**src/rtl/cacheline_burst_responder_pkg.sv**
```systemverilog
// Shared types and constants for the cacheline <-> 64-bit burst responder.
package cacheline_burst_responder_pkg;

  localparam int s_offset    = 5;
  localparam int s_line      = 8 * (2 ** s_offset);
  localparam int s_beat      = 64;
  localparam int burst_beats = s_line / s_beat;

  typedef logic [31:0]                      rv32i_word;
  typedef logic [s_line-1:0]                cacheline_t;
  typedef logic [s_beat-1:0]                beat_t;
  typedef logic [$clog2(burst_beats)-1:0]   beat_cnt_t;

  function automatic rv32i_word line_align(input rv32i_word addr);
    return {addr[31:s_offset], {s_offset{1'b0}}};
  endfunction

endpackage

```
**src/rtl/cacheline_burst_responder.sv**
```systemverilog
// Converts a cache line read/write into a 4-beat 64-bit memory burst and
// returns a single-cycle completion pulse to the cache.
module cacheline_burst_responder
  import cacheline_burst_responder_pkg::*;
(
  input  logic         clk,
  input  logic         rst,
  input  logic [31:0]  pmem_address,
  input  logic         pmem_read,
  input  logic         pmem_write,
  input  logic [255:0] pmem_wdata,
  output logic [255:0] pmem_rdata,
  output logic         pmem_resp,
  output logic [31:0]  burst_address,
  output logic         burst_read,
  output logic         burst_write,
  output logic [63:0]  burst_wdata,
  input  logic [63:0]  burst_rdata,
  input  logic         burst_resp
);

  typedef enum logic [1:0] {
    IDLE,
    READ_BURST,
    WRITE_BURST,
    DONE
  } state_t;

  state_t     state;
  beat_cnt_t  cnt;
  rv32i_word  addr_q;
  cacheline_t wline_q;

  localparam beat_cnt_t last_beat = beat_cnt_t'(burst_beats - 1);

  // Address is stored already line-aligned; the write beat is a pure slice
  // of the latched line so it follows cnt with no extra register stage.
  assign burst_address = addr_q;
  assign burst_wdata   = wline_q[s_beat*cnt +: s_beat];

  always_ff @(posedge clk or negedge rst) begin
    if (!rst) begin
      state       <= IDLE;
      cnt         <= '0;
      addr_q      <= '0;
      wline_q     <= '0;
      pmem_rdata  <= '0;
      pmem_resp   <= 1'b0;
      burst_read  <= 1'b0;
      burst_write <= 1'b0;
    end else begin
      pmem_resp <= 1'b0;
      unique case (state)
        IDLE: begin
          if (pmem_write) begin
            addr_q      <= line_align(pmem_address);
            wline_q     <= pmem_wdata;
            burst_write <= 1'b1;
            state       <= WRITE_BURST;
          end else if (pmem_read) begin
            addr_q     <= line_align(pmem_address);
            burst_read <= 1'b1;
            state      <= READ_BURST;
          end
        end
        READ_BURST: begin
          if (burst_resp) begin
            pmem_rdata[s_beat*cnt +: s_beat] <= burst_rdata;
            cnt <= cnt + beat_cnt_t'(1);
            if (cnt == last_beat) begin
              burst_read <= 1'b0;
              pmem_resp  <= 1'b1;
              state      <= DONE;
            end
          end
        end
        WRITE_BURST: begin
          if (burst_resp) begin
            cnt <= cnt + beat_cnt_t'(1);
            if (cnt == last_beat) begin
              burst_write <= 1'b0;
              pmem_resp   <= 1'b1;
              state       <= DONE;
            end
          end
        end
        DONE: begin
          state <= IDLE;
        end
        default: begin
          state <= IDLE;
        end
      endcase
    end
  end

endmodule

```
**config.mk**
```make
export PLATFORM = sky130hd
export DESIGN_NAME = cacheline_burst_responder
export DESIGN_NICKNAME = d
export VERILOG_FILES = /design/src/rtl/cacheline_burst_responder_pkg.sv /design/src/rtl/cacheline_burst_responder.sv
export SDC_FILE = /design/constraint.sdc
export NUM_CORES = 1
export LEC_CHECK = 0
export BUFFER_PORTS_ARGS = -buffer_cell sky130_fd_sc_hd__buf_4
export CAP_MARGIN = 20
export CORE_AREA = 2 2 280 282
export CTS_BUF_LIST = sky130_fd_sc_hd__clkbuf_8 sky130_fd_sc_hd__clkbuf_16
export DETAILED_ROUTE_END_ITERATION = 16
export DIE_AREA = 0 0 282 284
export GPL_ROUTABILITY_DRIVEN = 0
export PLACE_DENSITY_LB_ADDON = 0.1
export SYNTH_ARGS = -nofsm -noshare
export SYNTH_HDL_FRONTEND = slang
export SYNTH_SLANG_ARGS = --single-unit
```
**constraint.sdc**
```tcl
create_clock -name clk -period 3.15 [get_ports clk]
set_input_delay 0.1575 -clock clk [delete_from_list [all_inputs] [get_ports clk]]
set_output_delay 0.1575 -clock clk [all_outputs]
set_load 0.02 [all_outputs]
```
* Yosys cells after proc, flatten, opt, wreduce, memory -nomap -nowiden *
Cells that the tools add are included.

operators by class
  reductions and logical operators = 12
  shift-type cells = 3
  mux-type cells = 18
  add/subtract/negate cells = 2
  equality and inequality tests = 14

operators by type and width
  operator                     number
  $bwmux W256                  1
  $shift A64 B34 Y256 const A  1
  $shiftx A256 B9 Y64          1
  $shiftx A64 B34 Y256         1
  $mux W32                     2
  $neg A8 Y34                  1
  $ne A2 B2 Y1 const B         7
  $mux W1                      8
  $mux W2                      4
  $reduce_and A2 Y1            4
  $eq A2 B2 Y1 const B         3
  $pmux W2 S3                  1
  $reduce_bool A2 Y1           3
  $reduce_and A5 Y1            1
  $ne A2 B1 Y1 const B         2
  $pmux W1 S2                  2
  $reduce_and A4 Y1            1
  $ne A3 B3 Y1 const B         1
  $reduce_and A3 Y1            1
  $add A2 B1 Y2 const B        1
  $eq A2 B1 Y1 const B         1
  $logic_not A2 Y1             1
  $reduce_or A2 Y1             1

word-level totals
  word-level logic and storage cells = 57
  flip-flop bits (word level) = 551
  output and inout bits = 355
  input bits = 357

* Longest topological paths before layout *
  depth in word-level cells = 4
  gate-level depth with buffers = 9
  depth with buffers taken out = 5

* Least setup slack after synthesis *
Ideal clock, no wire load.

  kind = flip-flop to flip-flop
  start = register cnt[1]
  end = register pmem_rdata[128]
  setup slack = 788 ps
  clock period less this slack = 2362 ps
  required time = 3084 ps
  cell stages (with the launch flop) = 9
  path buffers = 3
  setup time = 66 ps
  data arrival time = 2296 ps
  path through = dfrtp_1 > buf_2 > buf_1 > inv_1 > ha_1 > nand2b_1 > nor4_4 > buf_6 > a22o_1

on the way
  cells in the longest elaborated chain, start to end = 3
  elaborated cells between the ends (all ways) = 4
  classes of those cells = 1 x add/sub; 2 x shift; 1 x mux

RTL lines
  element                                                             RTL line                         RTL
  start, declared                                                     cacheline_burst_responder.sv:30  beat_cnt_t cnt;
  start signal, assigned                                              cacheline_burst_responder.sv:69  cnt <= cnt + beat_cnt_t'(1);
  start signal, assigned                                              cacheline_burst_responder.sv:79  cnt <= cnt + beat_cnt_t'(1);
  $neg A8 Y34 *                                                       cacheline_burst_responder.sv:68  pmem_rdata[s_beat*cnt +: s_beat] <= burst_rdata;
  $shiftx A64 B34 Y256 / $shift A64 B34 Y256 (equally long branches)  cacheline_burst_responder.sv:68
  $bwmux W256 *                                                       cacheline_burst_responder.sv:68
  end signal, assigned by index                                       cacheline_burst_responder.sv:68
  end, declared                                                       cacheline_burst_responder.sv:12  output logic [255:0] pmem_rdata,

Mark *: on every way between the ends. The rest lies on a longest branch, timed or not.
A chain may end at the register's enable or synchronous reset.

* Worst setup path after layout *
  start = register cnt[0]
  end = output port burst_wdata[34]

on the way
  cells in the longest elaborated chain, start to end = 1

RTL lines
  element              RTL line                         RTL
  $shiftx A256 B9 Y64  cacheline_burst_responder.sv:39  assign burst_wdata = wline_q[s_beat*cnt +: s_beat];
  end, declared        cacheline_burst_responder.sv:17  output logic [63:0] burst_wdata,

Every way passes these cells.

==> summary.txt <==
CTS
  – Clk slew on worst S/H paths: 0.06 ns
  – Postcts setup bufs: 0
  – Root buffer cell: clkbuf_16
  – H-tree Lvls: 3
  – Clock Latency Late Sink: 0.60 ns
  – CTS Hold Bufs: 352
  – CTS tree: done
  – Num CTS Buffers: 66
  – Sink Count: 546
  – Post-CTS resize count: 0
  – CTS Buffer Depth: 3

Synthesis
  – Post-synth EDFFs: 0
  – Mux share of post-synthesis cell area: 21.53%
  – Flops & latches, synth: 546
  – Largest family of logic cells by synthesized area: multiplexers
  – Synth Area in Simple Gates: 0.7898%
  – Cell with the most instances after synthesis: dfrtp_1
  – Part of the Yosys area used for sequential elements: 63.42%
  – Yosys warnings: 0
  – Syn Inst Count: 1305
  – Synth area leader: dfrtp_1
  – Top cell type's share of synthesized area: 63.42%
  – Main area contributors after synthesis: dfrtp_1 63%, mux2_2 15%, a22o_1 10%, mux4_2 6.7%, buf_4 1.3%
  – Synth Flop Type: dfrtp_1
  – Netlist cell types: 37
  – XOR/XNOR Fraction of Synth Area: 0.04065%
  – Synth Area in Compound Gates: 10.72%
  – Netlist Area Pre-Place: 21540 µm²
  – Synth Area in Adders: 0.5808%
  – Synth cell count leaders: 546 x dfrtp_1, 284 x mux2_2, 256 x a22o_1
  – Asr flop ratio synth: 100.0%
  – Syn avg cell area: 16.51 µm²

Timing
  – Post-Route Setup TNS: 0 ns
  – Final hold vios: 0
  – Min cycle time layout: 2.663 ns
  – Unrepaired setup endpoints after global routing: no
  – Fmax: 375.6 MHz
  – Final Skew: 0.03034 ns
  – Final worst-path cycle share: 84.53%
  – Final setup viols: 0
  – Max-slew violations: 0
  – Worst-Margin Slew: 1.012 ns
  – Rel. slew slack: 32.55%

Worst setup path
  – WP data required: 2.99 ns
  – Crit path DAT: 2.51 ns
  – Critical Path Start: cnt[0]
  – Crit Path Category: register to output port
  – R2r startpoint: state[1]
  – CP delay by family, top: buffers and inverters
  – CP Launch Type: register
  – Crit-path max cell delay: 0.61 ns
  – Crit path max-delay cell type: mux4_2
  – CP max FO: 66
  – Reg2reg setup slack: 0.80 ns
  – Bufs and invs on worst path: 2
  – Cell chain of the critical path: buf_12 > mux4_2 > buf_4
  – Reg2reg end: pmem_rdata[248]
  – Worst-case reg-to-reg path depth: 6
  – Critical path endpoint category: output port

Pwr
  – Power per cell area: 937.9 nW/µm²
  – Total chip power: 31.73 mW
  – Leakage power: 15.89 nW
  – Max VDD drop: 0.0005212 V

Routing
  – Drt first pass iters: 5
  – Drt initial violations: 728
  – Final wirelength: 75.24 mm
  – Drt drc: 0
  – Avg WL per Cell: 21.76 µm
  – Routed Antenna Nets: 0
  – Vias/cell: 4.645
  – Via count: 16.06k

GRT
  – Total GRT Usage: 18.39%
  – Vias in the first global route: 17.76k
  – Global-route wire length before repair: 112.6 mm
  – Grt total ovfl: 0
  – Antenna violations before repair: 9
  – Largest net degree at the start of global routing: 84

Placement
  – Cells after DPL: 2983
  – DP HPWL: 51.75 mm
  – PortBufs: 701

Min path
  – Worst min path class: input port to asynchronous set/reset pin

Cells and area
  – Core Util, Final: 43.96%
  – Syn-to-layout area delta: 57.04%
  – Fin nets: 2730
  – Layout Cells excl Fill: 3458
  – Fraction of layout cells with a size suffix above 1: 49.94%

Floorplan
  – Die width: 282 µm
  – Initial core utilization: 28.00%
  – Placeable Area: 76960 µm²
  – Cell Rows: 102
  – Die height: 284 µm
  – Die ar.: 80090 µm²
  – IO Pins: 712

Run
  – Max-cap violations: 0

Status
  – Status: finished clean
-- metrics by stage --
| step | setup WS (ns) | instance area, µm² | hold WS, ns |
|---|---|---|---|
| CTS | 0.4107 | 33820 | 0.2098 |
| global route | 0.3603 | 33830 | 0.2244 |
| finish | 0.4874 | 33830 | 0.1871 |
| detailed placement | 0.7952 | 28080 | 0.2635 |
| floorplan | 0.7884 | 21560 | -0.1381 |
| global placement | 0.8581 | 28080 | 0.2473 |
-- cell type report --
class	count	area [µm²]
Clock buffer	83	1908
Clock inverter	35	309.0
Inverter	4	15.01
Fill cell	7102	43120
Antenna cell	5	12.51
Sequential cell	546	13670
Timing Repair Buffer	1091	9291
Tap cell	1040	1301
Multi-Input combinational cell	654	7325
-- logic make-up after synthesis --
kind of cell / after synthesis
simple gates: 25
flops: 546
fa+ha+maj: 10
xor+xnor: 1
buf+inv: 109
compound gates: 265
other cells: 1
mux: 348
-- worst reg2reg max path, cell delays in order, from the launching register on --
cell and delay, ns:
dfrtp_1 0.38, inv_1 0.13, ha_1 0.41, nand3_4 0.39
nor4b_4 0.38, buf_12 0.32, a22o_1 0.25
-- where the power goes --
part | switching [mW] | total [mW] | internal [mW]
Clock | 3.09 | 7.71 | 4.62
Combinational | 6.26 | 12.9 | 6.67
Sequential | 1.43 | 11.1 | 9.66
Total | 10.8 | 31.7 | 20.9
-- flip-flops by register name, indices dropped and copies added, names as in the netlist --
register       cells
pmem_rdata       256
wline_q          256
burst_address     27
cnt                2
state              2
burst_read         1
burst_write        1
pmem_resp          1
-- worst max path at each step --
stage                            endpoint  depth (start not counted)
final                     burst_wdata[34]                          3
after global routing      burst_wdata[18]                          3
after CTS                 burst_wdata[34]                          3
after detailed placement  pmem_rdata[248]                          6
after global placement    pmem_rdata[248]                          6
after floorplan           pmem_rdata[128]                          8
-- metal layers --
metal / global-route usage, % / up-vias / share of wire, %
met5: 0 / - / 0.069
met4: 6.090 / 8 / 3.0
met3: 5.269 / 128 / 7.1
met2: 32.14 / 495 / 51
met1: 21.48 / 8333 / 39
li1: - / 7099 / -
-- cell usage in the layout (no fill, tap or decap), drive strengths merged, types with 3 or more instances in the layout --
master | netlist | final
buf | 76 | 739
dfrtp | 546 | 546
dlygate4sd3 | 0 | 352
mux2 | 284 | 284
a22o | 256 | 256
clkbuf | 29 | 83
mux4 | 64 | 64
inv | 4 | 21
clkinv | 0 | 13
ha | 10 | 10
diode | 0 | 5
conb | 1 | 5
nand3 | 5 | 5
nor2 | 4 | 4
bufinv | 0 | 4
nor2b | 3 | 3
nand2 | 3 | 3
Note: power is estimated with default switching activity, not from simulation.
